File: src/rtl/systolic_seq.sv
// Job sequencer for a size x size systolic MAC array: streams K lockstep X/W beats
// into the array, waits out the drain interval, then reads the result matrix row-major.
//   state | meaning
//   LOAD  | accepting beats, forwarding X/W to the array
//   DRAIN | waiting for the array pipeline to settle
//   READ  | streaming results out on the val/rdy port
module systolic_seq #(
  parameter int size   = 4,
  parameter int nbits  = 16,
  parameter int nbeats = 4,
  parameter int drain  = 10
) (
  input  logic                            clk,
  input  logic                            rst,
  input  logic [size-1:0][nbits-1:0]      in_x_col,
  input  logic [size-1:0][nbits-1:0]      in_w_row,
  input  logic                            in_val,
  output logic                            in_rdy,
  output logic [size-1:0][nbits-1:0]      arr_x_col,
  output logic                            arr_x_val,
  input  logic                            arr_x_rdy,
  output logic [size-1:0][nbits-1:0]      arr_w_row,
  output logic                            arr_w_val,
  input  logic                            arr_w_rdy,
  output logic [$clog2(size)-1:0]         arr_rsel,
  output logic [$clog2(size)-1:0]         arr_csel,
  input  logic [nbits-1:0]                arr_data,
  output logic [nbits-1:0]                out_data,
  output logic [$clog2(size)-1:0]         out_row,
  output logic [$clog2(size)-1:0]         out_col,
  output logic                            out_val,
  input  logic                            out_rdy,
  output logic                            busy,
  output logic                            done
);

  localparam int sw = $clog2(size);
  localparam int bw = (nbeats > 1) ? $clog2(nbeats) : 1;
  localparam int dw = (drain > 1) ? $clog2(drain) : 1;
  localparam logic [sw-1:0] last_idx  = sw'(size - 1);
  localparam logic [bw-1:0] last_beat = bw'(nbeats - 1);

  typedef enum logic [1:0] {LOAD, DRAIN, READ} state_t;

  state_t          state;
  logic [bw-1:0]   beat_cnt;
  logic [dw-1:0]   drain_cnt;
  logic [sw-1:0]   r;
  logic [sw-1:0]   c;
  logic            armed;
  logic            beat_fire;
  logic            rd;
  logic            rd_fire;
  logic            last_elem;

  // armed is cleared by reset so in_rdy stays low while rst is asserted
  assign in_rdy    = armed && (state == LOAD) && arr_x_rdy && arr_w_rdy;
  assign beat_fire = in_rdy && in_val;
  assign arr_x_val = beat_fire;
  assign arr_w_val = beat_fire;
  assign arr_x_col = in_x_col;
  assign arr_w_row = in_w_row;

  assign rd        = (state == READ);
  assign arr_rsel  = rd ? r : '0;
  assign arr_csel  = rd ? c : '0;
  assign out_row   = rd ? r : '0;
  assign out_col   = rd ? c : '0;
  assign out_data  = rd ? arr_data : '0;
  assign rd_fire   = out_val && out_rdy;
  assign last_elem = (r == last_idx) && (c == last_idx);
  assign done      = rd_fire && last_elem;

  // drain_cnt counts down the DRAIN cycles left; the beat cycle itself counts as
  // the first drain cycle, so drain==1 goes straight to READ.
  always_ff @(posedge clk or negedge rst) begin
    if (!rst) begin
      state     <= LOAD;
      beat_cnt  <= '0;
      drain_cnt <= '0;
      r         <= '0;
      c         <= '0;
      armed     <= 1'b0;
      busy      <= 1'b0;
      out_val   <= 1'b0;
    end else begin
      armed <= 1'b1;
      case (state)
        LOAD: begin
          if (beat_fire) begin
            if (beat_cnt == last_beat) begin
              beat_cnt <= '0;
              busy     <= 1'b1;
              if (drain == 1) begin
                state   <= READ;
                out_val <= 1'b1;
                r       <= '0;
                c       <= '0;
              end else begin
                state     <= DRAIN;
                drain_cnt <= dw'(drain - 1);
              end
            end else begin
              beat_cnt <= beat_cnt + 1'b1;
            end
          end
        end
        DRAIN: begin
          if (drain_cnt == dw'(1)) begin
            state     <= READ;
            out_val   <= 1'b1;
            drain_cnt <= '0;
            r         <= '0;
            c         <= '0;
          end else begin
            drain_cnt <= drain_cnt - 1'b1;
          end
        end
        READ: begin
          if (rd_fire) begin
            if (last_elem) begin
              state   <= LOAD;
              out_val <= 1'b0;
              busy    <= 1'b0;
              r       <= '0;
              c       <= '0;
            end else if (c == last_idx) begin
              c <= '0;
              r <= r + 1'b1;
            end else begin
              c <= c + 1'b1;
            end
          end
        end
        default: begin
          state   <= LOAD;
          out_val <= 1'b0;
          busy    <= 1'b0;
        end
      endcase
    end
  end

endmodule

File: config.mk
export PLATFORM = sky130hd
export DESIGN_NAME = systolic_seq
export DESIGN_NICKNAME = d
export VERILOG_FILES = /design/src/rtl/systolic_seq.sv
export SDC_FILE = /design/constraint.sdc
export NUM_CORES = 1
export LEC_CHECK = 0
export ABC_AREA = 1
export CAP_MARGIN = 20
export CORE_AREA = 4 4 118 120
export CTS_CLUSTER_DIAMETER = 100
export CTS_CLUSTER_SIZE = 12
export DETAILED_ROUTE_END_ITERATION = 16
export DIE_AREA = 0 0 122 124
export PLACE_DENSITY = 0.57
export SETUP_SLACK_MARGIN = 0.2
export SKIP_CTS_REPAIR_TIMING = 1
export SYNTH_ARGS = -nofsm -noshare
export SYNTH_HDL_FRONTEND = slang
export SYNTH_SLANG_ARGS = --single-unit
File: constraint.sdc
create_clock -name clk -period 2.9 [get_ports clk]
set_input_delay 0.435 -clock clk [delete_from_list [all_inputs] [get_ports clk]]
set_output_delay 0.435 -clock clk [all_outputs]
set_load 0.02 [all_outputs]
Yosys cells after proc, flatten, opt, wreduce, memory -nomap -nowiden
Cells that the tools add are included.

storage, ports and cells
  register bits after elaboration = 15
  bits of input ports = 150
  output and inout port bits = 158
  logic and storage cells = 73

cells by class
  add/subtract/negate cells = 4
  equal/unequal tests = 12
  multiplexer cells = 30
  bitwise logic cells = 2
  reductions and logical operators = 17

operators with widths
  operator                                                                  number
  2-bit 2-to-1 mux                                                          15
  16-bit 2-to-1 mux                                                         1
  4-bit 2-to-1 mux                                                          3
  5-bit AND reduction                                                       2
  2-bit == test (second input constant)                                     4
  2-bit one-hot mux with 2 select lines                                     2
  4-bit one-hot mux with 2 select lines                                     1
  4-bit AND reduction                                                       2
  1-bit logical AND                                                         7
  2-bit by 1-bit adder with 2-bit output (second input constant)            3
  2-bit by 1-bit inequality test with 1-bit output (second input constant)  3
  1-bit one-hot mux with 3 select lines                                     2
  2-bit one-hot mux with 3 select lines                                     1
  3-bit AND reduction                                                       2
  1-bit 2-to-1 mux                                                          5
  4-bit by 1-bit == test with 1-bit output (second input constant)          1
  2-bit inequality test (second input constant)                             2
  2-bit nonzero test                                                        2
  4-bit by 1-bit subtractor with 4-bit output (second input constant)       1
  3-bit by 1-bit inequality test with 1-bit output (second input constant)  1
  2-bit by 1-bit == test with 1-bit output (second input constant)          1
  2-bit logical NOT                                                         1
  1-bit NOT                                                                 2
  2-bit AND reduction                                                       1

Logic depth before layout (Yosys ltp)
Gate-level depths: netlist of the first run.

  word-level depth = 7
  depth in mapped cells = 9
  depth with buffers taken out = 9

Least setup slack after synthesis of the first run
OpenSTA, ideal clock, no wires.

  kind = reg-to-output
  start point = reg state[0]
  end point = out out_col[0]
  data arrival time = 1429 ps
  path slack = 1036 ps
  cell stages (with the launch flop) = 8
  buffers on the path = 3
  path through = dfrtp_1 inv_1 ha_1 buf_2 clkbuf_1 nand2_1 inv_1 buf_4

between the ends
  word-level cells in the longest chain between the ends = 2

RTL lines
  item                    line  RTL
  start, declared         45    state_t state;
  start signal, assigned  78    state <= LOAD;
  start signal, assigned  95    state <= READ;
  start signal, assigned  100   state <= DRAIN;
  2-bit == test           64    assign rd = (state == READ);
  2-bit 2-to-1 mux        n/a
  end, declared           30    output logic [$clog2(size)-1:0] out_col,

No other way between the ends.

Final worst setup path of the first run
  start point = reg state[0]
  end point = out arr_rsel[1]

between the ends
  word-level cells in the longest chain between the ends = 2

RTL lines
  item              line  RTL
  2-bit == test     64
  2-bit 2-to-1 mux  65    assign arr_rsel = rd ? r : '0;
  end, declared     25    output logic [$clog2(size)-1:0] arr_rsel,

No other way between the ends.

==> impl_metrics.py, run 1 <==
metrics = {
    "final_layout": {
        "final_cell_mix": "56 x nand2_1, 51 x clkdlybuf4s50_1, 26 x inv_1, 15 x dfrtp_1",
        "num_antenna_cells": 0,
        "area_delta_synth_final_pct": -9.202,
        "nets": 367,
        "layout_commonest_cell": "nand2_1",
        "fill_cells": 1501,
        "drive_gt1_share_pct": 9.179,
    },
    "grt": {
        "grt_antenna_before_repair": 0,
        "grt_use_met3_pct": 4.314,
        "use_met1_pct": 5.508,
        "grtUsageMet2_pct": 10.43,
        "grt_max_degree": 18,
        "overflow": 0,
        "grt-busiest-layer": "met2",
        "grt_use_total_pct": 6.587,
        "grt_pass1_wl_um": 7445,
        "grt_pass1_vias": 1281,
    },
    "clock_network": {
        "clock_latency_ps": 240,
        "ctsHtreeMaxLevel": 1,
        "cts.clk_slew.worst_paths_ps": 50,
        "cts_tree": "built",
        "root_buffer": "clkbuf_16",
        "cts_max_path_buffers": 2,
        "cts_sinks": 15,
        "cts_buffers": 3,
    },
    "logic_synthesis": {
        "yosys_register_bits": 15,
        "synth_nets": 446,
        "ys_warn_count": 0,
        "synth_top_area_share_pct": 48.63,
        "ys_seq_area_share_pct": 18.28,
        "mappedNetlistArea_um2": 2053,
        "synth.avg_cell_area_um2": 7.154,
        "synth_top_cell_by_area": "buf_4",
        "synth_cell_types": 22,
        "syn_inst": 287,
        "synthTopCellsByArea": "buf_4 49%, dfrtp_1 18%, nand2_1 10%, ha_1 5.5%, inv_1 4.8%",
    },
    "timing": {
        "fmax_mhz": 401.9,
        "finalCriticalPeriod_ps": 2488,
        "finClkSkew_ps": 2.018,
        "finalHoldViolCount": 0,
        "whs_ps": 490.5,
        "slew_violations": 0,
        "setup_viol": 0,
        "rsz0062_at_grt": "no",
        "setup-tns-final_ps": 0,
        "fin_crit_sh_pct": 85.80,
        "max_slew_margin_pct": 53.29,
        "worst_pin_slew_ps": 698.4,
    },
    "power": {
        "powerDensity_nw_per_um2": 775.9,
        "combPwrFrac_pct": 57.3,
        "leakage_nw": 0.8951,
        "switching_share_pct": 43.63,
        "seqPwrFrac_pct": 24.4,
        "power_frac_clock_pct": 18.4,
        "p_int_mw": 0.8155,
        "p_sw_mw": 0.6311,
        "peakVddDrop_uv": 472.6,
        "power_mw": 1.447,
    },
    "worst_setup_path": {
        "crit_slowest_cell": "clkdlybuf4s50_1",
        "critPathMaxStageDelay_ps": 600,
        "critPathLaunchType": "register",
        "reg2reg_slack_ps": 1360,
        "path_common_cell": "inv_1",
        "worstPathCellList": "inv_1 > ha_2 > buf_4 > nand2_1 > inv_1 > clkdlybuf4s50_1",
        "end_kind": "primary output",
        "critical_path_arrival_ps": 2050,
        "cp_max_fo": 17,
        "critPathRequiredTime_ps": 2470,
        "path_class": "register to primary output",
    },
    "die": {
        "dieArea_um2": 15130,
        "num_rows": 42,
        "core_um2": 12980,
        "die_h_um": 124,
        "io_pins": 308,
        "dieWidth_um": 122,
        "initial_utilization_pct": 15.82,
    },
    "detailed_routing": {
        "post_drt_wl_per_cell_um": 14.13,
        "vias_per_cell": 3.292,
        "route.vias.total": 1261,
        "routed_wl_um": 5410,
        "drtPass1Iterations": 4,
        "drc": 0,
        "antenna_left": 0,
        "drt_iter0_markers": 37,
    },
    "place": {
        "port_buffers": 51,
        "gp_congestion": 0.7313,
        "hpwl_um": 4642,
    },
    "run_status": {
        "status": "finished, final reports clean",
    },
    "hold_path": {
        "min_path_type": "register to register",
    },
    "flow_run": {
        "maxCapViolCount": 0,
    },
}
## worst paths after layout
| path | start | end | cells past startpoint |
|---|---|---|---|
| worst min-delay path | beat_cnt[1]$_DFFE_PN0P_ | beat_cnt[1]$_DFFE_PN0P_ | 2 |
| worst min register to register | beat_cnt[1]$_DFFE_PN0P_ | beat_cnt[1]$_DFFE_PN0P_ | 2 |
| worst max register to register | state[0]$_DFFE_PN0P_ | state[1]$_DFFE_PN0P_ | 9 |
| worst max-delay path | state[0]$_DFFE_PN0P_ | arr_rsel[1] | 6 |
| min in group asynchronous | rst | armed$_DFF_PN0_ | 1 |
| max in group asynchronous | rst | drain_cnt[0]$_DFFE_PN0P_ | 1 |
## layout make-up
cell class / instances / area [µm²] / area share [%]
multi-input combinational: 108 / 566.8 / 30.40
timing repair buffer: 52 / 518.0 / 27.79
sequential: 15 / 375.4 / 20.13
tap: 176 / 220.2 / 11.81
inverter: 28 / 105.1 / 5.638
clock buffer: 4 / 78.83 / 4.228
## flip-flops by register name (all words and copies together), names as in the netlist
name,cells
drain_cnt,4
beat_cnt,2
c,2
state,2
busy,1
out_val,1
r,2
armed,1
## worst max-delay path: cells and delay by family (launching register included)
| kind | cells | cell delay, ps |
|---|---|---|
| flops | 1 | 390 |
| simple gates | 1 | 70 |
| buf+inv | 4 | 1040 |
| fa+ha+maj | 1 | 300 |
## metal layers
metal  vias to the layer above  share of wire [%]
met5                         -                  0
met4                         0                8.6
met3                        58                 16
met2                        84                 45
met1                       553                 30
li1                        566                  -
## stage by stage
step                      instances  util (%)  area [µm²]  setup WS (ps)
final                           383     14.36        1864          411.7
after detailed placement        379     13.72        1780          548.9
after CTS                       383     14.32        1859          279.3
after global placement          379     13.72        1780          600.4
after floorplan                 287         -        2053           1036
after global routing            383     14.36        1864          265.5
## cell families after synthesis
| group | after synthesis | synth area share, % |
|---|---|---|
| compound gates | 13 | 3.961 |
| other cells | 1 | 0.1826 |
| simple gates | 85 | 17.73 |
| fa+ha+maj | 9 | 5.485 |
| buf+inv | 164 | 54.36 |
| flops | 15 | 18.28 |
## synth_stat cells
library cell,number
a21boi_0,1
a21oi_1,2
buf_2,1
buf_4,133
clkbuf_1,2
conb_1,1
dfrtp_1,15
ha_1,9
inv_1,26
inv_2,2
nand2_1,56
nand2_2,3
nand2_4,1
nand3_1,10
nand4_1,1
nor2_1,10
nor2_4,1
o21a_1,1
o21ai_0,5
o21ai_1,1
o21ai_2,3
or2_2,3
## power groups by stage
stage,Combinational (mW),Sequential [mW],Clock (mW)
3_3_place_gp,0.814,0.349,0
3_5_place_dp,0.835,0.356,0
2_1_floorplan,0.826,0.344,0
4_1_cts,0.841,0.352,0.277
5_1_grt,0.952,0.363,0.289
6_report,0.829,0.352,0.266
No activity file was read; power rests on OpenSTA's default activity.
==> run 2: changes to the inputs <==
--- a/config.mk
+++ b/config.mk
@@ -7,14 +7,15 @@
 export LEC_CHECK = 0
 export ABC_AREA = 1
 export CAP_MARGIN = 20
-export CORE_AREA = 4 4 118 120
+export CORE_AREA = 5 5 116 118
 export CTS_CLUSTER_DIAMETER = 100
 export CTS_CLUSTER_SIZE = 12
 export DETAILED_ROUTE_END_ITERATION = 16
-export DIE_AREA = 0 0 122 124
-export PLACE_DENSITY = 0.57
+export DIE_AREA = 0 0 121 123
+export PLACE_DENSITY = 0.6
 export SETUP_SLACK_MARGIN = 0.2
 export SKIP_CTS_REPAIR_TIMING = 1
+export SLEW_MARGIN = 20
 export SYNTH_ARGS = -nofsm -noshare
 export SYNTH_HDL_FRONTEND = slang
 export SYNTH_SLANG_ARGS = --single-unit
==> impl_metrics.py, run 2 (synthesized netlist as in run 1, its figures left out) <==
metrics = {
    "timing": {
        "setup_viol": 0,
        "setup-tns-final_ps": 0,
        "finClkSkew_ps": 0.7098,
        "layout_setup_ws_ps": 413.2,
        "finalHoldViolCount": 0,
        "max_slew_margin_pct": 53.10,
        "fmax_mhz": 402.1,
        "finalCriticalPeriod_ps": 2487,
        "slew_violations": 0,
        "worst_pin_slew_ps": 701.3,
        "fin_crit_sh_pct": 85.75,
        "rsz0062_at_grt": "no",
    },
    "die": {
        "die_h_um": 123,
        "dieWidth_um": 121,
        "num_rows": 41,
        "dieArea_um2": 14880,
        "core_um2": 12360,
        "io_pins": 308,
        "initial_utilization_pct": 16.61,
    },
    "power": {
        "leakage_nw": 0.8951,
        "switching_share_pct": 43.94,
        "combPwrFrac_pct": 57.0,
        "p_sw_mw": 0.6394,
        "p_int_mw": 0.8158,
        "powerDensity_nw_per_um2": 782.6,
        "seqPwrFrac_pct": 24.1,
        "peakVddDrop_uv": 428.2,
        "power_frac_clock_pct": 18.8,
    },
    "worst_setup_path": {
        "critical_path_arrival_ps": 2050,
        "cp_max_fo": 18,
        "critPathRequiredTime_ps": 2470,
        "path_class": "register to primary output",
        "end_kind": "primary output",
        "critPathLaunchType": "register",
        "reg2reg_slack_ps": 1140,
    },
    "detailed_routing": {
        "drtPass1Iterations": 4,
        "vias_per_cell": 3.327,
        "routed_wl_um": 7552,
        "drc": 0,
        "drt_iter0_markers": 39,
        "post_drt_wl_per_cell_um": 19.93,
        "antenna_left": 0,
        "route.vias.total": 1261,
    },
    "clock_network": {
        "cts_buffers": 3,
        "clock_latency_ps": 250,
        "ctsHtreeMaxLevel": 1,
        "cts_sinks": 15,
        "cts_tree": "built",
        "cts_max_path_buffers": 2,
        "cts.clk_slew.worst_paths_ps": 50,
        "root_buffer": "clkbuf_16",
    },
    "run_status": {
        "status": "finished, final reports clean",
    },
    "place": {
        "placed_cell_area_um2": 1775,
        "dpl_worst_slack_ps": 562.9,
        "gp_congestion": 0.7620,
        "port_buffers": 51,
        "hpwl_um": 6883,
    },
    "final_layout": {
        "num_antenna_cells": 0,
        "top_register": "drain_cnt",
        "final_cell_mix": "56 x nand2_1, 51 x clkdlybuf4s50_1, 26 x inv_1, 15 x dfrtp_1",
        "nets": 367,
        "layout_commonest_cell": "nand2_1",
        "finalInstanceArea_um2": 1859,
        "largest_reg_flops": 4,
        "area_delta_synth_final_pct": -9.446,
        "drive_gt1_share_pct": 9.179,
        "fill_cells": 1413,
    },
    "grt": {
        "grt_pass1_vias": 1244,
        "grt_use_total_pct": 8.977,
        "grt_pass1_wl_um": 9453,
        "grt_antenna_before_repair": 0,
        "overflow": 0,
        "grt_max_degree": 19,
    },
    "flow_run": {
        "maxCapViolCount": 0,
    },
    "hold_path": {
        "min_path_type": "register to register",
    },
}
## run 2: path summary, 6_finish.rpt
path                                              start                 endpoint  cells past startpoint
worst max-delay path               state[0]$_DFFE_PN0P_              out_data[7]                      6
worst min register to register  beat_cnt[1]$_DFFE_PN0P_  beat_cnt[1]$_DFFE_PN0P_                      2
min in group asynchronous                           rst          armed$_DFF_PN0_                      1
max in group asynchronous                           rst         busy$_DFFE_PN0P_                      1
worst min-delay path            beat_cnt[1]$_DFFE_PN0P_  beat_cnt[1]$_DFFE_PN0P_                      2
worst max register to register     state[0]$_DFFE_PN0P_     state[0]$_DFFE_PN0P_                      9
## run 2: cell type report
type / instances / area (µm²) / share of cell area [%]
sequential: 15 / 375.4 / 20.19
timing repair buffer: 52 / 518.0 / 27.86
clock buffer: 4 / 78.83 / 4.240
tap: 172 / 215.2 / 11.57
multi-input combinational: 108 / 566.8 / 30.48
inverter: 28 / 105.1 / 5.653
## run 2: critical path: stages, from the launching register on
cell and delay, ps:
dfrtp_1 390, inv_1 110, ha_2 290, buf_4 250
nand2_1 100, inv_1 60, clkdlybuf4s50_1 600
## run 2: routing by layer
metal  global-route usage, %  share of wire, %
met2                   15.53                50
met4                   3.116               2.8
met3                   9.515                24
met1                   6.417                23
met5                       0                 0
## run 2: stage by stage
step | power, mW | utilization [%] | hold WS [ps] | cells
2_1_floorplan | 1.170 | - | 139.4 | 287
3_3_place_gp | 1.166 | 14.36 | 474.1 | 375
3_5_place_dp | 1.188 | 14.36 | 474.3 | 375
4_1_cts | 1.471 | 15.00 | 486.9 | 379
5_1_grt | 1.594 | 15.04 | 524.3 | 379
6_report | 1.455 | 15.04 | 484.0 | 379
## run 2: power groups by stage
| stage | logic (mW) | registers [mW] | clock network (mW) |
|---|---|---|---|
| 3_5_place_dp | 0.834 | 0.354 | 0 |
| 6_report | 0.830 | 0.351 | 0.274 |
| 2_1_floorplan | 0.826 | 0.344 | 0 |
| 5_1_grt | 0.937 | 0.364 | 0.294 |
| 4_1_cts | 0.840 | 0.351 | 0.280 |
| 3_3_place_gp | 0.817 | 0.349 | 0 |
==> run 3: changes to the inputs <==
--- a/config.mk
+++ b/config.mk
@@ -9,7 +9,6 @@
 export CAP_MARGIN = 20
 export CORE_AREA = 5 5 116 118
 export CTS_CLUSTER_DIAMETER = 100
-export CTS_CLUSTER_SIZE = 12
 export DETAILED_ROUTE_END_ITERATION = 16
 export DIE_AREA = 0 0 121 123
 export PLACE_DENSITY = 0.6
==> results of run 3 <==
Same layout as run 2: the final DEF is identical, and so are final timing and power.
